File: src/rtl/frame_scaler_pkg.sv
// rtl/frame_scaler_pkg.sv - scale modes, factor lookup and border colour for frame_scaler
package frame_scaler_pkg;

  typedef enum logic [1:0] {SCALE_X1, SCALE_X2, SCALE_X3, SCALE_X4} scale_mode_t;

  localparam logic [15:0] BORDER_COLOR = 16'hFFFF;

  function automatic logic [2:0] scale_factor(scale_mode_t mode);
    case (mode)
      SCALE_X2: return 3'd2;
      SCALE_X3: return 3'd3;
      SCALE_X4: return 3'd4;
      default:  return 3'd1;
    endcase
  endfunction

  function automatic int clip(int a, int b);
    return (a < b) ? a : b;
  endfunction

endpackage

File: src/rtl/frame_scaler_delay_pipe.sv
// rtl/frame_scaler_delay_pipe.sv - scale_delay_pipe: fixed-depth shift register, sync reset to 0
module scale_delay_pipe #(
  parameter int WIDTH = 1,
  parameter int DEPTH = 1
) (
  input  logic             clk_in,
  input  logic             rst_in,
  input  logic [WIDTH-1:0] data_in,
  output logic [WIDTH-1:0] data_out
);

  logic [WIDTH-1:0] stage_q [DEPTH];
  logic [WIDTH-1:0] stage_d [DEPTH];

  always_comb begin
    stage_d[0] = data_in;
    for (int i = 1; i < DEPTH; i++) stage_d[i] = stage_q[i-1];
  end

  always_ff @(posedge clk_in) begin
    if (rst_in) begin
      for (int i = 0; i < DEPTH; i++) stage_q[i] <= '0;
    end else begin
      stage_q <= stage_d;
    end
  end

  assign data_out = stage_q[DEPTH-1];

endmodule

File: src/rtl/frame_scaler.sv
// rtl/frame_scaler.sv - nearest-neighbour integer upscaler (x1..x4) from frame buffer to 720p raster
// Optional white border on the scaled window when FRAME_SCALER_BORDER_EN is defined.
module frame_scaler
  import frame_scaler_pkg::*;
#(
  parameter int SRC_W    = 320,
  parameter int SRC_H    = 240,
  parameter int ACTIVE_H = 1280,
  parameter int ACTIVE_V = 720,
  parameter int READ_LAT = 2,
  parameter int PIX_W    = 16,
  parameter int ADDR_W   = $clog2(SRC_W * SRC_H)
) (
  input  logic              clk_in,
  input  logic              rst_in,
  input  logic [1:0]        scale_in,
  input  logic [10:0]       hcount_in,
  input  logic [9:0]        vcount_in,
  output logic [ADDR_W-1:0] addr_out,
  input  logic [PIX_W-1:0]  pixel_in,
  output logic [PIX_W-1:0]  pixel_out,
  output logic [10:0]       hcount_out,
  output logic [9:0]        vcount_out,
  output logic              in_window_out,
  output logic              sync_err_out
);

  localparam int LAT   = READ_LAT + 2;
  // row_base keeps stepping past the window on every line, so size it for any vcount
  localparam int ROW_W = $clog2(SRC_W) + 10;
  localparam int WIN_W1 = clip(SRC_W * 1, ACTIVE_H);
  localparam int WIN_W2 = clip(SRC_W * 2, ACTIVE_H);
  localparam int WIN_W3 = clip(SRC_W * 3, ACTIVE_H);
  localparam int WIN_W4 = clip(SRC_W * 4, ACTIVE_H);
  localparam int WIN_H1 = clip(SRC_H * 1, ACTIVE_V);
  localparam int WIN_H2 = clip(SRC_H * 2, ACTIVE_V);
  localparam int WIN_H3 = clip(SRC_H * 3, ACTIVE_V);
  localparam int WIN_H4 = clip(SRC_H * 4, ACTIVE_V);

  scale_mode_t       mode_q, mode_d;
  logic [10:0]       prev_h_q, prev_h_d;
  logic              synced_q, synced_d;
  logic              line_bad_q, line_bad_d;
  logic              err_q, err_d;
  logic [1:0]        x_phase_q, x_phase_d;
  logic [10:0]       src_x_q, src_x_d;
  logic [1:0]        y_phase_q, y_phase_d;
  logic [ROW_W-1:0]  row_base_q, row_base_d;
  logic [ADDR_W-1:0] addr_q, addr_d;
  logic [PIX_W-1:0]  pix_q, pix_d;
  logic [10:0]       hout_q;
  logic [9:0]        vout_q;
  logic              win_out_q;

  logic        frame_start, line_start, jump, win;
  logic [2:0]  k;
  logic [1:0]  k_last;
  logic [10:0] win_w;
  logic [9:0]  win_h;
  logic [21:0] bundle_dly;
  logic [10:0] dly_h;
  logic [9:0]  dly_v;
  logic        dly_win;

  always_comb begin
    frame_start = (hcount_in == '0) && (vcount_in == '0);
    line_start  = (hcount_in == '0);
    mode_d      = frame_start ? scale_mode_t'(scale_in) : mode_q;
    k           = scale_factor(mode_d);
    k_last      = 2'(k - 3'd1);

    jump       = synced_q && !line_start && (hcount_in != prev_h_q + 11'd1);
    prev_h_d   = hcount_in;
    synced_d   = synced_q | line_start;
    line_bad_d = line_start ? 1'b0 : (line_bad_q | jump);
    err_d      = err_q | jump;

    // Counters describe the current input position; the _q copies hold the previous one.
    if (line_start) begin
      x_phase_d = '0;
      src_x_d   = '0;
    end else if (x_phase_q == k_last) begin
      x_phase_d = '0;
      src_x_d   = src_x_q + 11'd1;
    end else begin
      x_phase_d = x_phase_q + 2'd1;
      src_x_d   = src_x_q;
    end

    y_phase_d  = y_phase_q;
    row_base_d = row_base_q;
    if (frame_start) begin
      y_phase_d  = '0;
      row_base_d = '0;
    end else if (line_start) begin
      if (y_phase_q == k_last) begin
        y_phase_d  = '0;
        row_base_d = row_base_q + ROW_W'(SRC_W);
      end else begin
        y_phase_d  = y_phase_q + 2'd1;
      end
    end

    case (mode_d)
      SCALE_X2: begin win_w = 11'(WIN_W2); win_h = 10'(WIN_H2); end
      SCALE_X3: begin win_w = 11'(WIN_W3); win_h = 10'(WIN_H3); end
      SCALE_X4: begin win_w = 11'(WIN_W4); win_h = 10'(WIN_H4); end
      default:  begin win_w = 11'(WIN_W1); win_h = 10'(WIN_H1); end
    endcase

    win    = synced_d && !line_bad_d && (hcount_in < win_w) && (vcount_in < win_h);
    addr_d = win ? ADDR_W'(row_base_d + ROW_W'(src_x_d)) : addr_q;
  end

  scale_delay_pipe #(.WIDTH(22), .DEPTH(LAT - 1)) u_pos_dly (
    .clk_in   (clk_in),
    .rst_in   (rst_in),
    .data_in  ({hcount_in, vcount_in, win}),
    .data_out (bundle_dly)
  );

  assign dly_h   = bundle_dly[21:11];
  assign dly_v   = bundle_dly[10:1];
  assign dly_win = bundle_dly[0];

`ifdef FRAME_SCALER_BORDER_EN
  logic border, dly_border;

  always_comb begin
    border = (hcount_in == '0) || (hcount_in == win_w - 11'd1) ||
             (vcount_in == '0) || (vcount_in == win_h - 10'd1);
  end

  scale_delay_pipe #(.WIDTH(1), .DEPTH(LAT - 1)) u_brd_dly (
    .clk_in   (clk_in),
    .rst_in   (rst_in),
    .data_in  (border),
    .data_out (dly_border)
  );

  always_comb begin
    pix_d = '0;
    if (dly_win) pix_d = dly_border ? PIX_W'(BORDER_COLOR) : pixel_in;
  end
`else
  always_comb begin
    pix_d = '0;
    if (dly_win) pix_d = pixel_in;
  end
`endif

  always_ff @(posedge clk_in) begin
    if (rst_in) begin
      mode_q     <= SCALE_X1;
      prev_h_q   <= '0;
      synced_q   <= 1'b0;
      line_bad_q <= 1'b0;
      err_q      <= 1'b0;
      x_phase_q  <= '0;
      src_x_q    <= '0;
      y_phase_q  <= '0;
      row_base_q <= '0;
      addr_q     <= '0;
      pix_q      <= '0;
      hout_q     <= '0;
      vout_q     <= '0;
      win_out_q  <= 1'b0;
    end else begin
      mode_q     <= mode_d;
      prev_h_q   <= prev_h_d;
      synced_q   <= synced_d;
      line_bad_q <= line_bad_d;
      err_q      <= err_d;
      x_phase_q  <= x_phase_d;
      src_x_q    <= src_x_d;
      y_phase_q  <= y_phase_d;
      row_base_q <= row_base_d;
      addr_q     <= addr_d;
      pix_q      <= pix_d;
      hout_q     <= dly_h;
      vout_q     <= dly_v;
      win_out_q  <= dly_win;
    end
  end

  assign addr_out      = addr_q;
  assign pixel_out     = pix_q;
  assign hcount_out    = hout_q;
  assign vcount_out    = vout_q;
  assign in_window_out = win_out_q;
  assign sync_err_out  = err_q;

endmodule

File: config.mk
export PLATFORM = sky130hd
export DESIGN_NAME = frame_scaler
export DESIGN_NICKNAME = d
export VERILOG_FILES = /design/src/rtl/frame_scaler_pkg.sv /design/src/rtl/frame_scaler_delay_pipe.sv /design/src/rtl/frame_scaler.sv
export SDC_FILE = /design/constraint.sdc
export NUM_CORES = 1
export LEC_CHECK = 0
export BUFFER_PORTS_ARGS = -buffer_cell sky130_fd_sc_hd__buf_2
export CAP_MARGIN = 30
export CORE_MARGIN = 2
export CORE_UTILIZATION = 40
export CTS_CLUSTER_DIAMETER = 80
export DETAILED_ROUTE_END_ITERATION = 8
export GPL_TIMING_DRIVEN = 0
export SLEW_MARGIN = 10
export SYNTH_ARGS = -nofsm -noshare
export SYNTH_HDL_FRONTEND = slang
export SYNTH_SLANG_ARGS = --single-unit
File: constraint.sdc
create_clock -name clk_in -period 9.6 [get_ports clk_in]
set_input_delay 1.92 -clock clk_in [delete_from_list [all_inputs] [get_ports clk_in]]
set_output_delay 1.92 -clock clk_in [all_outputs]
set_load 0.1 [all_outputs]
==> results of run 1 <==
worst max-delay path by stage:
stage	start	end	slack [ps]
after CTS	vcount_in[0]	addr_out[16]$_SDFFE_PP0P_	2320
after detailed placement	vcount_in[0]	addr_out[16]$_SDFFE_PP0P_	1920
after floorplan	vcount_in[0]	addr_out[16]$_SDFFE_PP0P_	2840
after global placement	vcount_in[0]	addr_out[16]$_SDFFE_PP0P_	1930
after global routing	hcount_in[0]	addr_out[16]$_SDFFE_PP0P_	1880
final	hcount_in[4]	addr_out[16]$_SDFFE_PP0P_	2270
metal layers:
layer / global-route usage / part of all wire / vias up
met5: 0 / 0 / -
met4: 0.0607 / 0.018 / 0
met3: 0.0440 / 0.040 / 28
met2: 0.284 / 0.50 / 98
met1: 0.189 / 0.45 / 2244
li1: - / - / 2470
metrics by stage:
| step | utilization | cell area [sq um] | setup slack [ps] |
|---|---|---|---|
| global placement | 0.454 | 7150 | 1930 |
| detailed placement | 0.454 | 7150 | 1920 |
| CTS | 0.491 | 7740 | 2320 |
| floorplan | - | 6400 | 2840 |
| finish | 0.491 | 7740 | 2270 |
| global route | 0.491 | 7740 | 1880 |
Yosys cell counts (4+ instances only):
master    instances
mux2i_1           8
buf_1             4
and2_1           27
nand2_1          18
nand4_1          11
a21oi_1          22
xnor2_1          28
nor4_1            7
and3_1            6
xor2_1           18
a21o_1            8
nand3_1          14
clkbuf_1         20
o21ai_0           8
nor2b_1          99
nor3_1           26
dfxtp_1         158
ha_1             23
nor2_1           69
inv_1            17
or2_2             4
state kept, by name, summed over array words and instances, names as in the netlist:
register,cells
y_phase_q,2
src_x_q,11
line_bad_q,1
addr_out,17
u_pos_dly.data_out,22
synced_q,1
vcount_out,10
hcount_out,11
row_base_q,17
mode_q,2
in_window_out,1
x_phase_q,2
sync_err_out,1
u_pos_dly.stage_d,44
pixel_out,16
critical path, delay by kind of cell:
kind | cells | cell delay (ps)
AND/OR/NAND/NOR | 8 | 1970
multiplexers | 1 | 440
adder cells (fa/ha/maj) | 2 | 650
XOR/XNOR | 2 | 360
buffers and inverters | 2 | 560
AO/OA/AOI/OAI | 6 | 1780
cells by family (layout without fill, tap and decap cells):
kind of cell | count (synthesis) | in the layout
buffers and inverters | 44 | 172
flip-flops | 158 | 158
XOR/XNOR | 46 | 46
AND/OR/NAND/NOR | 301 | 301
multiplexers | 11 | 11
adder cells (fa/ha/maj) | 24 | 24
AO/OA/AOI/OAI | 73 | 73
final cells by class:
cell class                 count  area share
buffer                        26      0.0137
sequential                   158       0.409
clock buffer                  17      0.0549
tap                          216      0.0349
timing repair buffer          96      0.0621
clock inverter                15      0.0212
multi-input combinational    455       0.396
inverter                      18     0.00873
power breakdown:
part           leakage (nW)  switching [mW]  internal, mW
clock network         0.291           0.302         0.350
logic                  1.67          0.0440        0.0253
registers              1.28         0.00585         0.668
total                  3.25           0.351          1.04
==> results.toml, run 1 <==
[final_layout]
area_delta_synth_final_pct = 20.9
fillers = 1521
multi_input_area_sq_um = 3070
regArea_sq_um = 3160
antenna_cells = 0
finalNonFillerCells = 1001
layout_commonest_cell = "dfxtp_1"
finalNetCount = 837
final_cell_mix = "dfxtp_1, nor2b_1, buf_2"
layout-drive-gt1-share = 0.192

[power_and_ir_drop]
power_mw = 1.40
peakVddDrop_mv = 0.118
p_per_area_nw_per_um2 = 180
power.leakage_nw = 3.25

[drt]
wl_per_cell_microns = 13.5
route.detailed.drc = 0
dr.pass1.iters = 5
via_per_inst = 4.84
drt-total-wl_mm = 13.6
drtIter0Drc = 351
drtAntennaViolNets = 0
vias = 4840

[logic_synthesis]
synth_top_area_share = 0.494
synth-async-reset-ratio = 0
ys_top_cells_by_area = "dfxtp_1, nor2b_1, ha_1"
yosysTopAreaCell = "dfxtp_1"
muxShareOfSynthArea = 0.0178
ys_ff_latch = 158
synth_edf_count = 0
yosys.area_share.simple = 0.267
netlist_area_sq_um = 6400
synth.avg_cell_area_sq_um = 9.74
syn_nets = 722
synth_seq_area_share = 0.494
synth_cells = 657
synth_top_family_by_area = "simple AND/OR/NAND/NOR gates"
synth_xor_area_frac = 0.0629
yosysWarnings = 0
synth_adder_area_share = 0.0481
synth.distinct_cells = 66
synth_compound_area_frac = 0.0833
synthFlopType = "dfxtp_1"

[timing]
tns_ps = 0
slew_headroom = 0.573
finalCritPeriodShare = 0.764
rsz0062_at_grt = "no"
fmax_ghz = 0.136
skew_ps = 9.83
setup_violations = 0
slew_viol_final = 0
min_period_ps = 7330
hold_ws_ps = 435
tightest_slew_ps = 640
finalHoldViolCount = 0

[grt]
gr-total-overflow = 0
grt_usage = 0.162
grt_pass1_vias = 4675
grt_pass1_wl_mm = 21.5
antenna_found_initial = 0
grt_max_degree = 19

[floorplan]
core_sq_um = 15800
die_x_microns = 131
die_y_microns = 131
die_area_sq_um = 17000
start_util = 0.406
io-pin-count = 97
rows = 46

[worst_setup_path]
crit_path_end_kind = "register"
crit_top_cell = "nor2_1"
path_cells = "buf_2 -> nor4_4 -> nand3_4 -> nor2_4 -> mux2_2 -> xor2_1 -> nor2_1 -> clkbuf_1 -> xnor2_1 -> nor2_1 -> ha_1 -> fa_1 -> a21o_1 -> a21oi_1 -> o21bai_1 -> a2111oi_0 -> nor2_1 -> a311oi_1 -> a211oi_2 -> or4_1 -> nand3_1"
cp.required_ps = 9960
worstPathArrival_ps = 7700
ff2ff_setup_slack_ps = 4630
critPathMaxFanout = 10
worstSetupStartpointType = "primary input"
r2r_cells = 18
slowest_stage = "a2111oi_0"
cp_slowest_stage_delay_ps = 580
r2r_end = "addr_out[16]$_SDFFE_PP0P_"
r2r_start = "mode_q[1]$_SDFF_PP0_"
critical_path_class = "primary input to register"

[min_path]
hold_start = "u_pos_dly.stage_d[31]$_SDFF_PP0_"
hold_depth = 1
hold_path_class = "register to register"
hold_end = "u_pos_dly.stage_d[9]$_SDFF_PP0_"

[run]
maxCapViolCount = 0

[clock_network]
clockBufferDepth = 2
cts_setup_buffers = 0
cts_made_buffers = 17
worstSkewPairLatency_ps = 420
root_buffer = "clkbuf_16"
cts_tree = "yes"
numClockSinks = 158
cts_resized = 0
cts_htree_levels = 4
postCtsHoldBufs = 0
clk_pin_slew_ps = 70

[placed_design]
dpl.hpwl_mm = 10.3
io_buffers = 96
dp.cells = 969
gp_congestion = 0.809

[status]
outcome = "finished clean"
Note: power is estimated with default switching activity, not from simulation.
==> inputs of run 2 (changes only) <==
Settings changed: ABC_AREA set to 1.
Clock period 9.6 ns to 6.4 ns, I/O delays scaled along.
==> results.toml, run 2 <==
[drt]
maxUsedRoutingLayer = "met4"
drt-total-wl_mm = 13.9
via_per_inst = 4.33
drtIter0Drc = 147
met2_length_mm = 6.25
wl_per_cell_microns = 11.5
vias = 5250
dr.pass1.iters = 4
wl_met3_microns = 428
drtAntennaViolNets = 0
route.detailed.drc = 0
wl_met1_mm = 7.09

[grt]
grt_pass1_wl_mm = 23.6
grt_pass1_vias = 4902
gr-total-overflow = 0
grt_usage = 0.166
antenna_found_initial = 0
grt_max_degree = 17

[placed_design]
place_area_sq_um = 7450
io_buffers = 95
dpl.hpwl_mm = 10.5
gp_congestion = 0.837

[clock_network]
cts_made_buffers = 17
worstSkewPairLatency_ps = 420
clockBufferDepth = 2
cts_setup_buffers = 0
cts_tree = "yes"
clk_pin_slew_ps = 70
cts_resized = 0
root_buffer = "clkbuf_16"
postCtsHoldBufs = 0
cts_htree_levels = 4
numClockSinks = 158

[logic_synthesis]
yosysWarnings = 0
yosys-top-cells-count = "inv_1, nor2_1, dfxtp_1"
synth_seq_area_share = 0.472
synth_cells = 866
yosysMostFrequentCell = "inv_1"
syn_nets = 931
ys_top_cells_by_area = "dfxtp_1, inv_1, nor2_1"
synth_edf_count = 0
yosysTopAreaCell = "dfxtp_1"
synth.avg_cell_area_sq_um = 7.74
synth.distinct_cells = 42
ys_ff_latch = 158
netlist_area_sq_um = 6700
synthFlopType = "dfxtp_1"
synth_top_area_share = 0.472
synth-async-reset-ratio = 0

[min_path]
hold_path_class = "register to register"
hold_depth = 2
hold_end = "u_pos_dly.stage_d[0]$_SDFF_PP0_"
hold_start = "u_pos_dly.stage_d[22]$_SDFF_PP0_"

[worst_setup_path]
r2r_cells = 23
cp.required_ps = 6720
r2r_start = "mode_q[1]$_SDFF_PP0_"
critPathMaxFanout = 10
crit_path_end_kind = "register"
cp_slowest_stage_delay_ps = 430
slowest_stage = "clkbuf_1"
worstPathArrival_ps = 5230
critical_path_class = "primary input to register"
ff2ff_setup_slack_ps = 2660
worstSetupStartpointType = "primary input"
path_cells = "buf_2 -> inv_1 -> nand2_1 -> nor2_1 -> nand2_2 -> nor2_8 -> buf_1 -> clkbuf_1 -> nor3_1 -> ha_1 -> fa_1 -> nand3_1 -> nand3_1 -> a21oi_1 -> o21bai_1 -> a21boi_0 -> o21ai_0 -> nand2_1 -> nand2_1 -> nand2_1 -> xor2_1 -> nand2_1 -> o211ai_1 -> inv_1"
crit_top_cell = "nand2_1"
r2r_end = "addr_out[12]$_SDFFE_PP0P_"

[final_layout]
final_cell_mix = "inv_1, nor2_1, dfxtp_1"
layout_commonest_cell = "inv_1"
area_delta_synth_final_pct = 19.9
finalNetCount = 1045
layout-drive-gt1-share = 0.166
fillers = 1680
fin_area_sq_um = 8030
largest_reg_flops = 44
antenna_cells = 0

[timing]
hold_ws_ps = 397
finalCritPeriodShare = 0.767
fmax_ghz = 0.204
tightest_slew_ps = 654
skew_ps = 6.88
slew_headroom = 0.564
setup_violations = 0
tns_ps = 0
min_period_ps = 4910
slew_viol_final = 0
finalHoldViolCount = 0
rsz0062_at_grt = "no"

[power_and_ir_drop]
p_per_area_nw_per_um2 = 262
power_mw = 2.11
peakVddDrop_mv = 0.175
power.leakage_nw = 3.90

[floorplan]
core_sq_um = 16500
die_y_microns = 133
die_x_microns = 133
io-pin-count = 97
rows = 47
die_area_sq_um = 17800
start_util = 0.407

[status]
outcome = "finished clean"

[run]
maxCapViolCount = 0
run 2: cell count changes after synthesis, sizes merged, moves of 12 or more:
cell / delta
o21ai: +12
nand3: +32
and2: -26
nor2b: -99
xnor2: -13
inv: +161
nand2: +90
nor2: +110
run 2: cell type report:
class / instances / area (sq um) / share of cell area
multi-input cells: 504 / 2760 / 0.343
well taps: 220 / 275 / 0.0343
clock buffers: 17 / 425 / 0.0530
flip-flops and latches: 158 / 3160 / 0.394
plain buffers: 24 / 104 / 0.0129
inverters: 180 / 676 / 0.0842
clock inverters: 15 / 154 / 0.0192
repair buffers: 95 / 475 / 0.0592
run 2: critical path: cells and delay by family:
kind / cells / cell delay, ps
and+or+nand+nor: 11 / 1200
buffers and inverters: 5 / 1130
AOI/OAI and AO/OA: 5 / 780
adders and majority gates: 2 / 680
xor gates and xnor gates: 1 / 130
run 2: cell families (layout without fill, tap and decap cells):
logic type,after synthesis,count (layout),share of synthesized area
AOI/OAI and AO/OA,59,59,0.0482
xor gates and xnor gates,42,42,0.0560
adders and majority gates,24,24,0.0459
buffers and inverters,204,331,0.116
DFF,158,158,0.472
and+or+nand+nor,379,379,0.261
run 2: how the worst max path moves through the flow:
stage	from	to	slack (ps)
after floorplan	vcount_in[3]	addr_out[12]$_SDFFE_PP0P_	1810
after global placement	hcount_in[0]	addr_out[12]$_SDFFE_PP0P_	1020
after detailed placement	hcount_in[0]	addr_out[12]$_SDFFE_PP0P_	1030
after CTS	hcount_in[0]	addr_out[12]$_SDFFE_PP0P_	1450
after global routing	vcount_in[3]	addr_out[12]$_SDFFE_PP0P_	960
final	hcount_in[0]	addr_out[12]$_SDFFE_PP0P_	1490
run 2: layer usage:
layer / track usage / vias to the layer above
met5: 0 / -
met4: 0.0567 / 0
met3: 0.0339 / 11
li1: - / 2861
met1: 0.223 / 2300
met2: 0.268 / 78
run 2: per-stage QoR:
step,util,setup slack [ps],instances
3_5_place_dp,0.452,1030,1181
4_1_cts,0.488,1450,1213
2_1_floorplan,-,1810,866
3_3_place_gp,0.452,1020,1181
6_report,0.488,1490,1213
5_1_grt,0.488,958,1213
run 2: report_power, final:
| group | internal, mW | total (mW) | switching (mW) |
|---|---|---|---|
| combinational | 0.0354 | 0.110 | 0.0749 |
| clock | 0.550 | 0.985 | 0.435 |
| sequential | 1.00 | 1.01 | 0.00899 |
